**config.mk**
```make
export PLATFORM = sky130hd
export DESIGN_NAME = layer_input_serializer
export DESIGN_NICKNAME = d
export VERILOG_FILES = /design/src/rtl/layer_input_serializer.sv
export SDC_FILE = /design/constraint.sdc
export NUM_CORES = 1
export LEC_CHECK = 0
export ABC_AREA = 1
export BUFFER_PORTS_ARGS = -buffer_cell sky130_fd_sc_hd__buf_2
export CORE_ASPECT_RATIO = 0.5
export CORE_MARGIN = 2
export CORE_UTILIZATION = 60
export CTS_BUF_LIST = sky130_fd_sc_hd__clkbuf_4
export DETAILED_ROUTE_END_ITERATION = 8
export PLACE_DENSITY = 0.81
export SLEW_MARGIN = 20
export SYNTH_ARGS = -nofsm -noshare
export SYNTH_HDL_FRONTEND = slang
export SYNTH_SLANG_ARGS = --single-unit
```
**constraint.sdc**
```tcl
create_clock -name clk -period 60.5 [get_ports clk]
set_input_delay 18.15 -clock clk [delete_from_list [all_inputs] [get_ports clk]]
set_output_delay 18.15 -clock clk [all_outputs]
set_load 0.05 [all_outputs]
```
**src/rtl/layer_input_serializer.sv**
```systemverilog
`default_nettype none
// ============================================================================
// Module   : layer_input_serializer
// Purpose  : Captures a parallel layer output vector and streams it one
//            element per clock to the next layer, double-buffered.
// Revision : 1.0 - initial release
// ============================================================================
module layer_input_serializer #(
    parameter int numInputs  = 32,
    parameter int dataWidth  = 8,
    parameter int indexWidth = $clog2(numInputs)
) (
    input  logic                           clk,
    input  logic                           reset,
    input  logic [numInputs*dataWidth-1:0] dataIn,
    input  logic                           dataInValid,
    output logic [dataWidth-1:0]           dataOut,
    output logic                           dataOutValid,
    output logic                           firstOut,
    output logic                           lastOut,
    output logic [indexWidth-1:0]          elementIndex,
    output logic                           busy,
    output logic                           overflow
);

    typedef enum logic [0:0] {
        IDLE   = 1'b0,
        STREAM = 1'b1
    } state_t;

    localparam logic [indexWidth-1:0] LAST_IDX = indexWidth'(numInputs - 1);
    localparam logic [indexWidth-1:0] ZERO_IDX = '0;

    state_t                         state_q, state_d;
    logic [numInputs*dataWidth-1:0] active_q, active_d;
    logic [numInputs*dataWidth-1:0] shadow_q, shadow_d;
    logic                           pending_q, pending_d;
    logic [dataWidth-1:0]           data_out_q, data_out_d;
    logic                           valid_q, valid_d;
    logic                           first_q, first_d;
    logic                           last_q, last_d;
    logic [indexWidth-1:0]          idx_q, idx_d;
    logic                           busy_q, busy_d;
    logic                           overflow_q, overflow_d;

    logic [dataWidth-1:0]           active_elem [numInputs];
    logic [indexWidth-1:0]          next_idx;
    logic                           last_cycle;

    generate
        for (genvar k = 0; k < numInputs; k++) begin : g_active_elem
            assign active_elem[k] = active_q[k*dataWidth +: dataWidth];
        end
    endgenerate

    assign next_idx   = idx_q + indexWidth'(1);
    assign last_cycle = (state_q == STREAM) && (idx_q == LAST_IDX);

    always_comb begin
        state_d    = state_q;
        active_d   = active_q;
        shadow_d   = shadow_q;
        pending_d  = pending_q;
        data_out_d = data_out_q;
        valid_d    = valid_q;
        first_d    = first_q;
        last_d     = last_q;
        idx_d      = idx_q;
        overflow_d = overflow_q;

        case (state_q)
            IDLE: begin
                valid_d = 1'b0;
                first_d = 1'b0;
                last_d  = 1'b0;
                idx_d   = ZERO_IDX;
                if (dataInValid) begin
                    active_d   = dataIn;
                    data_out_d = dataIn[dataWidth-1:0];
                    valid_d    = 1'b1;
                    first_d    = 1'b1;
                    state_d    = STREAM;
                end
            end
            STREAM: begin
                if (!last_cycle) begin
                    idx_d      = next_idx;
                    data_out_d = active_elem[next_idx];
                    first_d    = 1'b0;
                    last_d     = (next_idx == LAST_IDX);
                    if (dataInValid) begin
                        if (!pending_q) begin
                            shadow_d  = dataIn;
                            pending_d = 1'b1;
                        end else begin
                            overflow_d = 1'b1;
                        end
                    end
                end else if (pending_q) begin
                    // Shadow is consumed this cycle, so a new strobe may refill it.
                    active_d   = shadow_q;
                    data_out_d = shadow_q[dataWidth-1:0];
                    idx_d      = ZERO_IDX;
                    first_d    = 1'b1;
                    last_d     = 1'b0;
                    pending_d  = dataInValid;
                    if (dataInValid) begin
                        shadow_d = dataIn;
                    end
                end else if (dataInValid) begin
                    active_d   = dataIn;
                    data_out_d = dataIn[dataWidth-1:0];
                    idx_d      = ZERO_IDX;
                    first_d    = 1'b1;
                    last_d     = 1'b0;
                end else begin
                    state_d = IDLE;
                    valid_d = 1'b0;
                    first_d = 1'b0;
                    last_d  = 1'b0;
                    idx_d   = ZERO_IDX;
                end
            end
            default: begin
                state_d = IDLE;
            end
        endcase

        busy_d = (state_d == STREAM) || pending_d;
    end

    always_ff @(posedge clk or posedge reset) begin
        if (reset) begin
            state_q    <= IDLE;
            active_q   <= '0;
            shadow_q   <= '0;
            pending_q  <= 1'b0;
            data_out_q <= '0;
            valid_q    <= 1'b0;
            first_q    <= 1'b0;
            last_q     <= 1'b0;
            idx_q      <= '0;
            busy_q     <= 1'b0;
            overflow_q <= 1'b0;
        end else begin
            state_q    <= state_d;
            active_q   <= active_d;
            shadow_q   <= shadow_d;
            pending_q  <= pending_d;
            data_out_q <= data_out_d;
            valid_q    <= valid_d;
            first_q    <= first_d;
            last_q     <= last_d;
            idx_q      <= idx_d;
            busy_q     <= busy_d;
            overflow_q <= overflow_d;
        end
    end

    assign dataOut      = data_out_q;
    assign dataOutValid = valid_q;
    assign firstOut     = first_q;
    assign lastOut      = last_q;
    assign elementIndex = idx_q;
    assign busy         = busy_q;
    assign overflow     = overflow_q;

endmodule
`default_nettype wire
```
After elaboration in Yosys (flattened, before gate mapping)
Cells that the tools add are included.
{"block": "word_totals", "ff_bits": 532, "in_bits": 259, "output_inout_bits": 18, "wordCells": 64}
{"block": "op_classes", "n_addsub": 1, "order_cmp": 1, "eq_ne": 8, "n_mux": 34, "bitwise_logic": 3, "n_reduce_logical": 6}
{"op": "two-way mux 256 bit", "n": 8}
{"op": "one-hot mux 256 bit (2 select lines)", "n": 1}
{"op": "binary-select mux 8 bit (select 5 bit)", "n": 1}
{"op": "two-way mux 8 bit", "n": 5}
{"op": "one-hot mux 8 bit (2 select lines)", "n": 1}
{"op": "two-way mux 1 bit", "n": 12}
{"op": "== test 5 bit (second input constant)", "n": 2}
{"op": "one-hot mux 5 bit (2 select lines)", "n": 1}
{"op": "inequality test 2 bit (second input constant)", "n": 4}
{"op": "one-hot mux 1 bit (2 select lines)", "n": 4}
{"op": ">= comparator 6 bit (second input constant)", "n": 1}
{"op": "NOT 5 -> 6 bit", "n": 1}
{"op": "adder 5 x 1 -> 5 bit (second input constant)", "n": 1}
{"op": "two-way mux 5 bit", "n": 1}
{"op": "AND reduction 5 bit", "n": 1}
{"op": "inequality test 2 x 1 -> 1 bit (second input constant)", "n": 2}
{"op": "AND reduction 4 bit", "n": 1}
{"op": "AND reduction 3 bit", "n": 1}
{"op": "NOT 1 bit", "n": 2}
{"op": "nonzero test 2 bit", "n": 1}
{"op": "logical AND 1 bit", "n": 1}
{"op": "logical OR 1 bit", "n": 1}

Depth between registers and ports, before layout
{"block": "depth", "depth_word": 7, "ltp_mapped": 15, "ltp_nobuf": 11}

Worst setup path before layout
Ideal clock, no wire load.
{"block": "synth_path", "kind": "input port to flip-flop", "start": "input port dataInValid", "end": "register shadow_q[120]", "setup_ps": 126, "arrival_ps": 19088, "t_required_ps": 60374, "slack_ps": 41286, "path_stages": 7, "path_buffers": 4, "cell_sequence": "clkbuf_1 -> nand3_1 -> buf_4 -> buf_4 -> buf_2 -> nand2_1 -> o21ai_0"}
{"block": "synth_between", "elab_chain_len": 2, "elab_cells_between_ends": 3, "classes_between": "eq/ne (1); reduce/logical (2)"}
{"item": "start, declared", "line": "16", "rtl": "input logic dataInValid,"}
{"item": "inequality test 2 bit (no source line) or nonzero test 2 bit (tied branches)"}
{"item": "AND reduction 5 bit (no source line) (*)"}
{"item": "end signal, assigned", "line": "148", "rtl": "shadow_q <= shadow_d;"}
{"item": "end, declared", "line": "36", "rtl": "logic [numInputs*dataWidth-1:0] shadow_q, shadow_d;"}
Every way passes the cells marked *; elsewhere a longest branch is shown, timed or not.
A chain may end at the register's enable or synchronous reset.

Final worst setup path
{"block": "layout_path", "start": "register idx_q[0] (netlist: elementIndex[0])", "end": "output port elementIndex[0]"}
{"item": "start, declared", "line": "42", "rtl": "logic [indexWidth-1:0] idx_q, idx_d;"}
{"item": "start signal, assigned", "line": "154", "rtl": "idx_q <= idx_d;"}
{"item": "end, declared", "line": "21", "rtl": "output logic [indexWidth-1:0] elementIndex,"}
No word-level cell between the ends.

==> metrics list <==
- HPWL reported at the end of detailed placement: about 40 mm
* CTS Hold Bufs: 0
* DR vias/cell: 5.54
- In this run the post-CTS setup repair buffer count came out at 0.
- The net count of the finished layout is between 3000 and 4000.
* FMAX: between 40 and 50 MHz
- Required time reported for the critical path endpoint: 42.35 ns
* Mean instance size in the synthesized netlist: 8.38 um2
- Number of different library cells in the post-synthesis netlist: 30
- Port-buffer cells: 276
- Worst-Margin Slew: 1.11 ns
- Ranked by instance count, the synthesized netlist is headed by nand2_1, dfrtp_1, inv_1, a21oi_1, nand3_1.
- On the critical path the largest part of the delay comes from flip-flops.
- The core region is roughly 0.041 mm2.
- Setup violations remaining at the end of the flow were counted as 0.
* Leading area contributor after synthesis: dfrtp_1
- Setup WS pre-CTS: 39.82 ns
- For this run, asynchronously set or reset flops after synthesis account for 1.00.
- The via count of the first global-routing pass is approximately 20000.
- Leading register cell type out of synthesis: dfrtp_1
* Maximum ir drop on the vdd rail: roughly 0.034 mV
- Mapped Area: 0.0250 mm2
- Number of clock sinks: between 500 and 600
- The detailed router finished its first iteration with 2273 violations.
- In the final routed layout, each cell accounts on average for roughly 17 um.
- Critical path class: reg2out
- Of the post-synthesis cell area, the dominant cell type holds 0.532.
- The worst path needs approximately 20 ns of the cycle, external delays included.
- Share of the clock period used by the worst path after layout: 0.337
* Clock buffers created by TritonCTS: 115
- Global Route Usage Sum: 0.299
- The first global-routing pass estimated 104 mm of wire.
- Power spread over the standard cell area amounts to slightly below 50 mW/mm2.
* Min-Delay Path Class: reg2reg
* Pin count of the biggest net entering global routing: 296
- Setup Total Neg Slack: 0 ns
- Of all nets on the critical path, the largest fanout is 69.
- The tree is rooted in a clkbuf_4.
- Setup repair after global routing missed its margin: no
- Ranking of synthesized cells by area: dfrtp_1, nand2_1, inv_1
- Clock Tree Buf Depth: 3
- In this run the tightest slew margin relative to its limit is 0.260.
- The Yosys step of the flow raised 0 warnings.
- The slowest stage of the critical path belongs to the cell dfrtp_4.
* Number of antenna violations at the first check in global routing: 4
- From bottom edge to top edge, the die measures 148 um.
- The final count of hold timing violations was 0.
- Number of synthesized flops with an enable pin: 0
- Synthesized instance count: 2984
- For this design the static power due to leakage is 14.8 nW.
- Worst skew pair latency: 0.85 ns
- Worst Path Buf+Inv: 1
* Share of layout cells above drive strength 1: 0.169
- Final max-slew violation count: 0
- Relative to the synthesized area, the layout overhead comes to 11.6%.
- The detail route stage leaves a number of antenna-violating nets equal to 0.
- Sequence of cells on the critical path: buf_2
- Final Worst Setup Slack: ~40 ns
* Number of top-level pins: 277
* Post-CTS clock slew at the launch and capture registers of the worst setup and hold paths: approximately 0.08 ns
- For this run, design rule violations remaining after detail routing come to 0.
- TritonCTS built the clock tree.
* Htree depth: 3
* Starting utilization of the core area: 0.614
- Global routing finished with a remaining overflow of 0.
* Worst setup skew after layout: around 0.034 ns
* Max-cap check violation count: 0
- Once layout is done, the placed cells without fillers occupy around 0.028 mm2.
* Flops & latches, synth: 532
* Share of synthesized area occupied by flip-flops and latches: 0.532
- Die Wd: 293 um
- The first detailed-routing pass ran for 6 iterations.
- CP Data Arrival Time: approximately 2.2 ns
- Outcome: finished clean
- The number of nets handed over by synthesis was roughly 3200.
* Most common cell in the synthesized netlist: nand2_1
* Final GP Congestion: 0.854
* Delay of the slowest cell on the worst path: 1.00 ns
* Area post-placement: 0.0262 mm2
* Wirelength, routed: around 65 mm
* Sort of element at the end of the critical path: output port
- The number of gates resized after CTS was 0.
- Via count: 21200
* Worst Setup Start Kind: flip-flop
- Area of the die: 0.0434 mm2
- The initialized floorplan defines 52 standard-cell rows.
==> where the power goes <==
group	leakage, nW	switching [W]	internal [W]	total (W)
Sequential	6.28	0.0000745	0.000517	0.000592
Clock	0.938	0.000143	0.000153	0.000296
Combinational	7.54	0.000312	0.000163	0.000475
==> per-stage QoR <==
step / utilization / std cells / power [W] / hold WS, ns
6_report: 0.685 / 3825 / 0.00136 / 0.488
5_1_grt: 0.685 / 3825 / 0.00146 / 0.510
2_1_floorplan: - / 2984 / 0.000921 / 0.453
3_3_place_gp: 0.644 / 3609 / 0.00103 / 0.466
4_1_cts: 0.683 / 3819 / 0.00136 / 0.491
3_5_place_dp: 0.644 / 3609 / 0.00106 / 0.474
==> flip-flops by register name, summed over array words and instances, names as in the netlist <==
name and count:
pending_q 1, dataOutValid 1, shadow_q 256, elementIndex 5, busy 1, dataOut 8, active_q 256, state_q 1
overflow 1, firstOut 1, lastOut 1
==> kinds of logic after synthesis <==
family                     synth area share
buffers and inverters                 0.113
DFF                                   0.532
muxes                                0.0189
adders and majority gates           0.00150
and+or+nand+nor                       0.159
AOI/OAI and AO/OA                     0.173
xor gates and xnor gates            0.00200
==> path summary, 6_finish.rpt <==
check,from,endpoint,slack [ns],cells past startpoint
setup / recovery,elementIndex[0],elementIndex[0],40.12,1
setup reg to reg,elementIndex[0],shadow_q[221],56.12,11
hold reg to reg,shadow_q[175],shadow_q[175],0.49,2
max in group asynchronous,reset,elementIndex[0],40.78,4
hold / removal,shadow_q[175],shadow_q[175],0.49,2
min in group asynchronous,reset,shadow_q[90],17.42,2
==> layout make-up <==
type / count / area (um2)
Antenna cell: 4 / 10.0
Clock inverter: 21 / 170
Fill cell: 3298 / 12800
Sequential cell: 532 / 13300
Tap cell: 540 / 676
Clock buffer: 189 / 1420
Inverter: 468 / 1770
Timing Repair Buffer: 296 / 1620
Multi-Input combinational cell: 1775 / 8900
==> layer usage <==
layer	vias up	global-route usage	part of all wire
met5	-	0	0
met4	0	0.112	0.026
met3	113	0.0513	0.063
met2	752	0.483	0.48
met1	10200	0.413	0.43
li1	10100	-	-
==> layout by cell type, fill, tap and decap left out, types with 2 or more instances in the layout <==
cell / n
clkbuf_4: 189
nor2_1: 210
buf_4: 11
buf_2: 276
a22oi_1: 3
dfrtp_1: 531
o21ai_1: 75
bufinv_16: 3
o211ai_1: 10
inv_1: 459
xor2_2: 2
nand3_1: 217
a21oi_1: 248
buf_12: 3
buf_16: 2
buf_6: 4
a31oi_1: 6
inv_2: 4
inv_8: 2
a211oi_1: 186
ha_1: 2
mux2_2: 42
nor2_4: 2
clkinv_1: 16
o21ai_0: 157
clkinvlp_4: 3
o22ai_1: 57
diode_2: 4
nand2_1: 549
(Power assumes the default switching activity.)
